`src/rtl/issue_hazard.sv`:
```
// Issue stage ahead of the 16x8 register file: scoreboard-based RAW/WAW stall,
// register-file address mux, and issue output aligned with the 1-cycle RF read.
// Optional hazard stall counter enabled by the ISSUE_STALL_CNT_EN macro.
module issue_hazard #(
    parameter int unsigned BIT = 8,
    parameter int unsigned SZB = 4,
    parameter int unsigned OPW = 4
) (
    input  logic                   clock,
    input  logic                   reset,
    input  logic                   in_valid,
    output logic                   in_ready,
    input  logic [OPW+3*SZB-1:0]   in_instr,
    output logic [SZB-1:0]         addr_rs0,
    output logic [SZB-1:0]         addr_rs1,
    input  logic [BIT-1:0]         rf_rs0,
    input  logic [BIT-1:0]         rf_rs1,
    input  logic                   wb_valid,
    input  logic [SZB-1:0]         wb_addr,
    output logic                   out_valid,
    input  logic                   out_ready,
    output logic [OPW-1:0]         out_op,
    output logic [SZB-1:0]         out_rd,
    output logic [BIT-1:0]         out_rs0,
    output logic [BIT-1:0]         out_rs1
`ifdef ISSUE_STALL_CNT_EN
    ,
    output logic [15:0]            stall_count
`endif
);

    localparam int unsigned IW  = OPW + 3 * SZB;
    localparam int unsigned SZA = 2 ** SZB;

    logic [IW-1:0]  ir;
    logic [SZA-1:0] pend;
    logic [SZA-1:0] pend_next;

    logic [OPW-1:0] in_op;
    logic [SZB-1:0] in_rd;
    logic [SZB-1:0] in_rs0;
    logic [SZB-1:0] in_rs1;
    logic           writes_rd;
    logic           hazard;
    logic           accept;

    assign in_op  = in_instr[IW-1 -: OPW];
    assign in_rd  = in_instr[3*SZB-1 -: SZB];
    assign in_rs0 = in_instr[2*SZB-1 -: SZB];
    assign in_rs1 = in_instr[SZB-1:0];

    // NOP (all zeros) and STORE (all ones) have no destination
    assign writes_rd = (in_op != '0) && (in_op != '1);

    assign hazard   = pend[in_rs0] | pend[in_rs1] | (writes_rd & pend[in_rd]);
    assign in_ready = !hazard && (!out_valid || out_ready);
    assign accept   = in_valid && in_ready;

    // Holding the ir addresses keeps RF data stable while the output is stalled
    assign addr_rs0 = accept ? in_rs0 : ir[2*SZB-1 -: SZB];
    assign addr_rs1 = accept ? in_rs1 : ir[SZB-1:0];

    assign out_rs0 = rf_rs0;
    assign out_rs1 = rf_rs1;

    // Clear applied before set so a same-cycle set of the same index wins
    always_comb begin
        pend_next = pend;
        if (wb_valid)
            pend_next[wb_addr] = 1'b0;
        if (accept && writes_rd)
            pend_next[in_rd] = 1'b1;
    end

    always_ff @(posedge clock or posedge reset) begin
        if (reset) begin
            pend <= '0;
        end else begin
            pend <= pend_next;
        end
    end

    always_ff @(posedge clock or posedge reset) begin
        if (reset) begin
            ir        <= '0;
            out_valid <= 1'b0;
            out_op    <= '0;
            out_rd    <= '0;
        end else if (accept) begin
            ir        <= in_instr;
            out_valid <= 1'b1;
            out_op    <= in_op;
            out_rd    <= in_rd;
        end else if (out_ready) begin
            out_valid <= 1'b0;
        end
    end

`ifdef ISSUE_STALL_CNT_EN
    always_ff @(posedge clock or posedge reset) begin
        if (reset) begin
            stall_count <= '0;
        end else if (in_valid && hazard && (stall_count != '1)) begin
            stall_count <= stall_count + 16'd1;
        end
    end
`endif

endmodule

```
`config.mk`:
```
export PLATFORM = sky130hd
export DESIGN_NAME = issue_hazard
export DESIGN_NICKNAME = d
export VERILOG_FILES = /design/src/rtl/issue_hazard.sv
export SDC_FILE = /design/constraint.sdc
export NUM_CORES = 1
export LEC_CHECK = 0
export CORE_ASPECT_RATIO = 1.1
export CORE_MARGIN = 8
export CORE_UTILIZATION = 29
export CTS_BUF_LIST = sky130_fd_sc_hd__clkbuf_16
export CTS_CLUSTER_DIAMETER = 30
export DETAILED_ROUTE_END_ITERATION = 7
export GPL_ROUTABILITY_DRIVEN = 0
export PLACE_DENSITY_LB_ADDON = 0.1
export SYNTH_ARGS = -nofsm -noshare
export SYNTH_HDL_FRONTEND = slang
export SYNTH_SLANG_ARGS = --single-unit
export TNS_END_PERCENT = 100
```
`constraint.sdc`:
```
create_clock -name clock -period 2.34 [get_ports clock]
set_clock_uncertainty 0.2 [all_clocks]
set_input_delay 0.234 -clock clock [delete_from_list [all_inputs] [get_ports clock]]
set_output_delay 0.234 -clock clock [all_outputs]
set_load 0.1 [all_outputs]
```
* After elaboration in Yosys (flattened, before gate mapping)
Cells that the tools add are included.
** Word-level totals
- Register bits :: 33
- Input port bits :: 41
- Output and inout port bits :: 34
- Logic and storage cells :: 45
** Cells by class
- Order comparisons :: 6
- Eq/ne operators :: 1
- Multiplexer cells :: 16
- Bitwise logic cells :: 6
- Reduce and logical (&&, ||, !) cells :: 11
** Operators with widths (count)
- $mux W16 :: 2
- $lt A4 B5 Y1 const B :: 4
- $and A16 B16 Y16 :: 1
- $not A16 Y16 :: 1
- $or A16 B16 Y16 :: 1
- $bmux W1 S4 :: 3
- $demux W1 S4 :: 2
- $ge A4 B1 Y1 const B :: 2
- $mux W4 :: 2
- $mux W1 :: 7
- $logic_and A1 B1 Y1 :: 6
- $ne A4 B4 Y1 const B :: 1
- $reduce_bool A4 Y1 :: 1
- $logic_not A1 Y1 :: 2
- $or A1 B1 Y1 :: 2
- $reduce_bool A2 Y1 :: 1
- $and A1 B1 Y1 :: 1
- $logic_or A1 B1 Y1 :: 1

* Depth between registers and ports, before layout
Gate-level depths: netlist (run 1).
- Depth in word-level cells :: 9
- Mapped depth :: 8
- Gate-level depth less buffers :: 6

* Worst setup path before layout (run 1)
OpenSTA, ideal clock, no wires.
- Path kind :: reg2out
- Start point :: reg pend[2]
- End point :: out addr_rs0[0]
- Arrival time :: 3.169 ns
- Data required time :: 1.906 ns
- Path slack :: -1.263 ns
- Cell stages (with the launch flop) :: 8
- Buffers on the path :: 1
- Cells stage by stage :: dfrtp_1 -> mux4_1 -> nor2_1 -> o32ai_1 -> nor4_4 -> nand2_4 -> buf_6 -> mux2_4
** On the way
- Cells in the longest elaborated chain, start to end :: 8
- Elaborated cells between the ends (all ways) :: 13
- Classes of those cells :: mux: 7; bitwise: 3; reduce/logical: 3
** Ends and longest elaborated chain
- start: declaration :: line 36 : logic [SZA-1:0] pend;
- start signal: assignment :: line 79 : pend <= pend_next;
- $bmux W1 S4 :: line 55 : assign hazard = pend[in_rs0] | pend[in_rs1] | (writes_rd & pend[in_rd]);
- $mux W1 (implied by the code) :: line 55
- $or A1 B1 Y1 or $and A1 B1 Y1 (tied branches) :: line 55
- $or A1 B1 Y1 (*) :: line 55
- $logic_not A1 Y1 (*) :: line 56 : assign in_ready = !hazard && (!out_valid || out_ready);
- $logic_and A1 B1 Y1 (*) :: line 56
- via in_ready :: line 12 : output logic in_ready,
- $logic_and A1 B1 Y1 (*) :: line 57 : assign accept = in_valid && in_ready;
- $mux W4 (*) :: line 60 : assign addr_rs0 = accept ? in_rs0 : ir[2*SZB-1 -: SZB];
- end: declaration :: line 14 : output logic [SZB-1:0] addr_rs0,
Mark *: on every way through the listed nets, which the timed path passes. The rest lies on a longest branch. The select of a mux whose other input is x is not followed.

* Worst setup path in the final report (run 1)
- Start point :: reg pend[14]
- End point :: out addr_rs1[3]
** On the way
- Cells in the longest elaborated chain, start to end :: 8
- Elaborated cells between the ends (all ways) :: 13
- Classes of those cells :: mux: 7; bitwise: 3; reduce/logical: 3
** Ends and longest elaborated chain
- $bmux W1 S4 :: line 55
- $mux W1 (implied by the code) :: line 55
- $or A1 B1 Y1 or $and A1 B1 Y1 (tied branches) :: line 55
- $or A1 B1 Y1 (*) :: line 55
- $logic_not A1 Y1 (*) :: line 56
- $logic_and A1 B1 Y1 (*) :: line 56
- $logic_and A1 B1 Y1 (*) :: line 57
- $mux W4 (*) :: line 61 : assign addr_rs1 = accept ? in_rs1 : ir[SZB-1:0];
- end: declaration :: line 15 : output logic [SZB-1:0] addr_rs1,
Every way passes the cells marked *; elsewhere a longest branch is shown, timed or not. The select of a mux whose other input is x is not followed.

==> results.toml, run 1 <==
[outcome]
status = "finished, violations left"
failed_checks = "negative setup slack"

[yosys]
yosysWarnings = 0
synth_cell_types = 32
synthCells = 174
ys_seq_elements = 33
synth_seq_area_share_pct = 39.6
synth.avg_cell_area_um2 = 12.0
synth_nets = 215
synth.cell_area_um2 = 2080

[sta]
rsz0062_at_grt = "true"
period_minus_slack_ps = 2930
worst_pin_slew_ps = 471
fin_setup_tns_ps = -12910
finalSetupViolations = 42
max_freq_ghz = 0.342
slew_headroom_pct = 68.3
fin_crit_sh_pct = 125
fin_ws_ps = -586
hold_viol = 0
maxSlewViolCount = 0

[clock_network]
clk_latency_ps = 280
clkTransAtPathRegs_ps = 60
htree_levels = 2
cts_buffers = 5
clock_path_buffers = 2
cts.sinks = 33
cts_tree = "built"
cts-root-buf = "clkbuf_16"

[critical_path]
crit_arrival_ps = 2490
critPathSlowestCell = "mux4_2"
critPathLaunch = "pend[14]"
r2r_slack_ps = -500
crit_path_max_incr_delay_ps = 500
required_ps = 1910
worstPathCellList = "mux4_2, nor2_2, o32ai_2, nor4_4, nand2_4, buf_12, mux2_4, buf_12"
reg2reg_from = "pend[14]"
worstSetupPathType = "reg2out"
r2r-end = "ir[0]"
cp-end-kind = "output pin"
cp-endpoint = "addr_rs1[3]"
reg2regPathDepth = 11
critPathLaunchType = "flop"
crit_path_frequent_cell = "buf_12"
path_max_fanout = 6

[global_route]
grt_max_degree = 34
antenna_found_initial = 0
grt_pass1_vias = 1874
gr-usage-all-layers_pct = 12.8
gr-total-overflow = 0
grt_pass1_wl_mm = 10.5

[floorplan]
io-pin-count = 75
die_w_um = 96.8
die_y_um = 105
dieArea_um2 = 10200
design.core.area_um2 = 7010
rows = 32
start_util_pct = 29.7

[detailed_routing]
via_per_inst = 5.18
ant_nets = 0
vias = 1746
post_drt_wl_per_cell_um = 19.1
drc = 0
drtIter0Drc = 114
first_pass_iters = 4
routed_wl_mm = 6.45

[place]
dp_hpwl_mm = 4.91
preCtsSetupSlack_ps = -833
portBuffers = 42
placedCellCount = 316

[final_layout]
drive_gt1_share_pct = 53.6
nNetsFinal = 292
area_growth_pct = 52.9
num_antenna_cells = 0
final_util_pct = 45.5
multi_input_area_um2 = 1160
nFillCells = 637
regArea_um2 = 826
layoutNonFillerInstCount = 337

[min_path]
hold_class = "in2async"

[job]
drv_cap = 0

[power]
powerDensity_nw_per_um2 = 1500
peakVddDrop_mv = 0.893
p_leak_nw = 1.46
fin_total_pwr_w = 0.00476
## power breakdown
part,leakage (nW),switching [W],internal (W)
registers,0.409,0.000191,0.000816
clock network,0.0775,0.000250,0.000498
logic,0.973,0.00176,0.00125
## layer usage
layer | up-vias | track usage [%] | part of all wire, %
li1 | 793 | - | -
met1 | 871 | 15.1 | 42
met2 | 68 | 21.5 | 50
met3 | 14 | 3.89 | 6.1
met4 | 0 | 4.40 | 1.7
met5 | - | 0 | 0
## synthesized netlist by cell type
library cell | number | area [µm²]
buf_2 | 3 | 15.0
inv_1 | 3 | 11.3
o32ai_1 | 2 | 17.5
o21ai_1 | 4 | 20.0
o22ai_1 | 2 | 12.5
o221ai_1 | 1 | 8.76
or2b_1 | 1 | 7.51
nand2b_1 | 5 | 31.3
mux2_2 | 11 | 124
mux2i_1 | 5 | 50.1
nor2_1 | 4 | 15.0
or4_1 | 1 | 7.51
a22o_1 | 1 | 8.76
mux2_4 | 19 | 285
mux4_1 | 2 | 52.6
nor2b_1 | 1 | 6.26
buf_6 | 2 | 22.5
nand2_4 | 1 | 11.3
o21ai_0 | 28 | 140
clkbuf_1 | 1 | 3.75
or3b_1 | 1 | 8.76
or2_2 | 1 | 6.26
nor4_4 | 1 | 21.3
nand3_1 | 4 | 20.0
nand3b_1 | 5 | 37.5
o41ai_1 | 1 | 8.76
nand2_1 | 5 | 18.8
nand4_1 | 2 | 12.5
mux4_2 | 6 | 135
buf_4 | 16 | 120
or3b_2 | 2 | 17.5
dfrtp_1 | 33 | 826
## cells in the final DEF, fill, tap and decap left out, drive strengths merged, types with 2 or more instances in the layout
| master | netlist | final |
|---|---|---|
| mux2 | 30 | 30 |
| buf | 21 | 67 |
| nand3b | 5 | 5 |
| o22ai | 2 | 2 |
| mux2i | 5 | 5 |
| mux4 | 8 | 8 |
| clkbuf | 1 | 5 |
| nand2 | 6 | 6 |
| o32ai | 2 | 2 |
| nand4 | 2 | 2 |
| o21ai | 32 | 32 |
| or3b | 3 | 3 |
| inv | 3 | 3 |
| nor2 | 4 | 4 |
| nand2b | 5 | 5 |
| clkdlybuf4s50 | 0 | 15 |
| dlygate4sd2 | 0 | 9 |
| nand3 | 4 | 4 |
| dfrtp | 33 | 33 |
## worst max-delay path: cells and delay by family (launching register included)
| family | cells | cell delay, ps |
|---|---|---|
| simple gates | 3 | 560 |
| mux | 2 | 810 |
| flops | 1 | 420 |
| compound gates | 1 | 110 |
| buf+inv | 2 | 320 |
## worst min-delay path by stage
stage          startpoint          to  depth (start not counted)
6_report            reset   out_op[3]                          3
3_5_place_dp    rf_rs0[6]  out_rs0[6]                          0
5_1_grt             reset   out_op[3]                          3
4_1_cts             reset   out_op[3]                          3
2_1_floorplan       reset       ir[0]                          1
3_3_place_gp    rf_rs0[6]  out_rs0[6]                          0
## cell families after synthesis
logic type | after synthesis | synth area share (%)
and+or+nand+nor | 34 | 10.6
muxes | 43 | 31.1
DFF | 33 | 39.6
buffers and inverters | 25 | 8.29
AOI/OAI and AO/OA | 39 | 10.4
## flip-flops by register name, indices dropped and copies added, names as in the netlist
register and cells:
pend 16, ir 8, out_op 4, out_rd 4, out_valid 1
## final cells by class
cell class                 instances  area share, %
sequential                        33           25.9
clock buffer                       5           3.93
inverter                           3          0.353
clock inverter                     3           1.30
timing repair buffer              92           28.8
tap                               85           3.34
multi-input combinational        116           36.4
## per-stage QoR
stage	hold WS, ps	area [µm²]
after floorplan	163	2080
after global placement	269	2790
after detailed placement	269	2790
after CTS	177	3170
after global routing	209	3190
final	155	3190
## repair_timing
item / CTS / global route
endpoints found under the setup margin: 42 / 42
gates cloned: 1 / 0
pin swaps: 9 / 0
buffers inserted: 14 / 1
hold buffers: 0 / 0
gates resized for setup: 37 / 1
No activity file was read; power rests on OpenSTA's default activity.
==> run 2, diff against run 1 <==
--- a/config.mk
+++ b/config.mk
@@ -7,12 +7,13 @@
 export LEC_CHECK = 0
 export CORE_ASPECT_RATIO = 1.1
 export CORE_MARGIN = 8
-export CORE_UTILIZATION = 29
+export CORE_UTILIZATION = 41
 export CTS_BUF_LIST = sky130_fd_sc_hd__clkbuf_16
 export CTS_CLUSTER_DIAMETER = 30
 export DETAILED_ROUTE_END_ITERATION = 7
 export GPL_ROUTABILITY_DRIVEN = 0
 export PLACE_DENSITY_LB_ADDON = 0.1
+export SKIP_LAST_GASP = 1
 export SYNTH_ARGS = -nofsm -noshare
 export SYNTH_HDL_FRONTEND = slang
 export SYNTH_SLANG_ARGS = --single-unit
==> run 2 against run 1 <==
  * The run still ends with negative setup slack left
  * Non-clock buffer count is the same
  * Maximum frequency down 0.61%
  * Critical path depth did not move
  * Global-route usage up 3.3 points
  * Sequential cell count unchanged
  * Hold slack improved by 1.3 ps
  * Combinational power down 1%
  * Critical path type unchanged
  * Largest power group unchanged
==> results.toml, run 2 (synthesis results as in run 1) <==
[detailed_routing]
vias = 1748
post_drt_wl_per_cell_um = 19.1
drc = 0
drtIter0Drc = 97
routed_wl_mm = 5.95
ant_nets = 0
first_pass_iters = 4
via_per_inst = 5.62

[sta]
fin_crit_sh_pct = 126
finalSetupViolations = 42
period_minus_slack_ps = 2940
rsz0062_at_grt = "true"
max_freq_ghz = 0.340
fin_setup_tns_ps = -11930
worst_pin_slew_ps = 452
whs_ps = 156
fin_ws_ps = -604
slew_headroom_pct = 69.8
hold_viol = 0
maxSlewViolCount = 0

[final_layout]
num_antenna_cells = 0
area_growth_pct = 50.3
top_register = "pend"
nNetsFinal = 293
final_common_cell = "buf_4"
layout_common_cells = "buf_4 (49), dfrtp_1 (33), mux2_4 (19)"
drive_gt1_share_pct = 55.7
top_regs = "pend (16), ir (8)"
largest_reg_flops = 16

[floorplan]
rows = 27
die_w_um = 84.0
die_y_um = 90.8
io-pin-count = 75
design.core.area_um2 = 4970
start_util_pct = 42.0
dieArea_um2 = 7620

[global_route]
gr-usage-all-layers_pct = 16.1
grt_pass1_wl_mm = 9.81
antenna_found_initial = 0
grt_max_degree = 34
grt_pass1_vias = 1931
gr-total-overflow = 0

[power]
p_leak_nw = 1.45
peakVddDrop_mv = 0.604
fin_total_pwr_w = 0.00458
powerDensity_nw_per_um2 = 1460

[critical_path]
critPathSlowestCell = "mux4_2"
r2r_slack_ps = -350
reg2regPathDepth = 10
reg2reg_from = "pend[15]"
r2r-end = "ir[1]"
critPathLaunchType = "flop"
worstPathCellList = "buf_4, mux4_2, inv_1, o32ai_1, nor4_4, nand2_4, mux2_4, buf_12"
required_ps = 1910
worstSetupPathType = "reg2out"
cp-endpoint = "addr_rs0[3]"
critPathLaunch = "pend[15]"
path_max_fanout = 6
crit_path_max_incr_delay_ps = 460
crit_arrival_ps = 2510
cp-end-kind = "output pin"

[clock_network]
htree_levels = 2
clock_path_buffers = 2
cts-root-buf = "clkbuf_16"
clkTransAtPathRegs_ps = 50
clk_latency_ps = 280
cts_tree = "built"
cts.sinks = 33
cts_hold_buf = 0
cts_buffers = 5

[job]
drv_cap = 0

[place]
portBuffers = 42
dp_hpwl_mm = 4.43

[outcome]
failed_checks = "negative setup slack"
status = "finished, violations left"

[min_path]
hold_class = "in2async"
==> run 2: changes by cell type in the layout (fill, tap and decap cells not counted), moves of 2 or more <==
cell | previous run | this run
mux2i_1 | 5 | 3
buf_12 | 11 | 9
buf_6 | 4 | 10
inv_1 | 2 | 4
clkinv_2 | 0 | 2
o21ai_2 | 5 | 12
mux2i_2 | 0 | 2
buf_4 | 52 | 49
o21ai_1 | 11 | 4
==> run 2: what timing repair did <==
item | 4_1_cts | 5_1_grt
pin swaps | 12 | 2
endpoints found under the hold margin | 0 | 0
cloned | 1 | 0
resized for setup | 32 | 15
setup endpoints to repair | 42 | 42
buffers inserted | 17 | 1
==> run 2: power breakdown <==
part | leakage [nW] | internal, W | switching, W | total [W]
clock network | 0.0748 | 0.000386 | 0.000239 | 0.000625
logic | 0.968 | 0.00121 | 0.00176 | 0.00297
registers | 0.409 | 0.000816 | 0.000174 | 0.000990
==> run 2: per-stage QoR <==
step | instances | setup slack, ps | area, µm² | util, %
floorplan | 174 | -1260 | 2080 | -
global placement | 290 | -802 | 2770 | 55.7
detailed placement | 290 | -921 | 2770 | 55.7
CTS | 312 | -603 | 3090 | 62.2
global route | 311 | -700 | 3130 | 63.0
finish | 311 | -604 | 3130 | 63.0
==> run 2: worst max-delay path: cells and delay by family (launching register included) <==
kind,cells,cell delay [ps]
AO/OA/AOI/OAI,1,100
buffers and inverters,3,390
AND/OR/NAND/NOR,2,530
multiplexers,2,810
flip-flops,1,400
==> run 2: routing by layer <==
layer  wire [µm]  part of all wire (%)  vias up  global-route usage, %
li1            -                     -      791                      -
met2        3000                    51       69                   27.0
met3         354                   6.0       27                   4.60
met1        2350                    39      861                   17.8
met4         238                   4.0        0                   8.36
met5           0                     0        -                      0
==> run 2: layout make-up <==
| class | count | area (µm²) |
|---|---|---|
| Clock buffer | 5 | 125 |
| Multi-Input combinational cell | 117 | 1190 |
| Clock inverter | 3 | 13.8 |
| Inverter | 3 | 11.3 |
| Sequential cell | 33 | 826 |
| Fill cell | 392 | 1840 |
| Timing Repair Buffer | 92 | 890 |
| Tap cell | 58 | 72.6 |
==> run 2: how the worst min path moves through the flow <==
stage | slack (ps) | start | depth (start not counted) | end
after floorplan | 160 | reset | 1 | ir[0]
after global placement | 270 | rf_rs0[3] | 0 | out_rs0[3]
after detailed placement | 270 | rf_rs0[3] | 0 | out_rs0[3]
after CTS | 180 | reset | 3 | pend[1]
after global routing | 210 | reset | 3 | out_rd[0]
final | 160 | reset | 3 | pend[10]
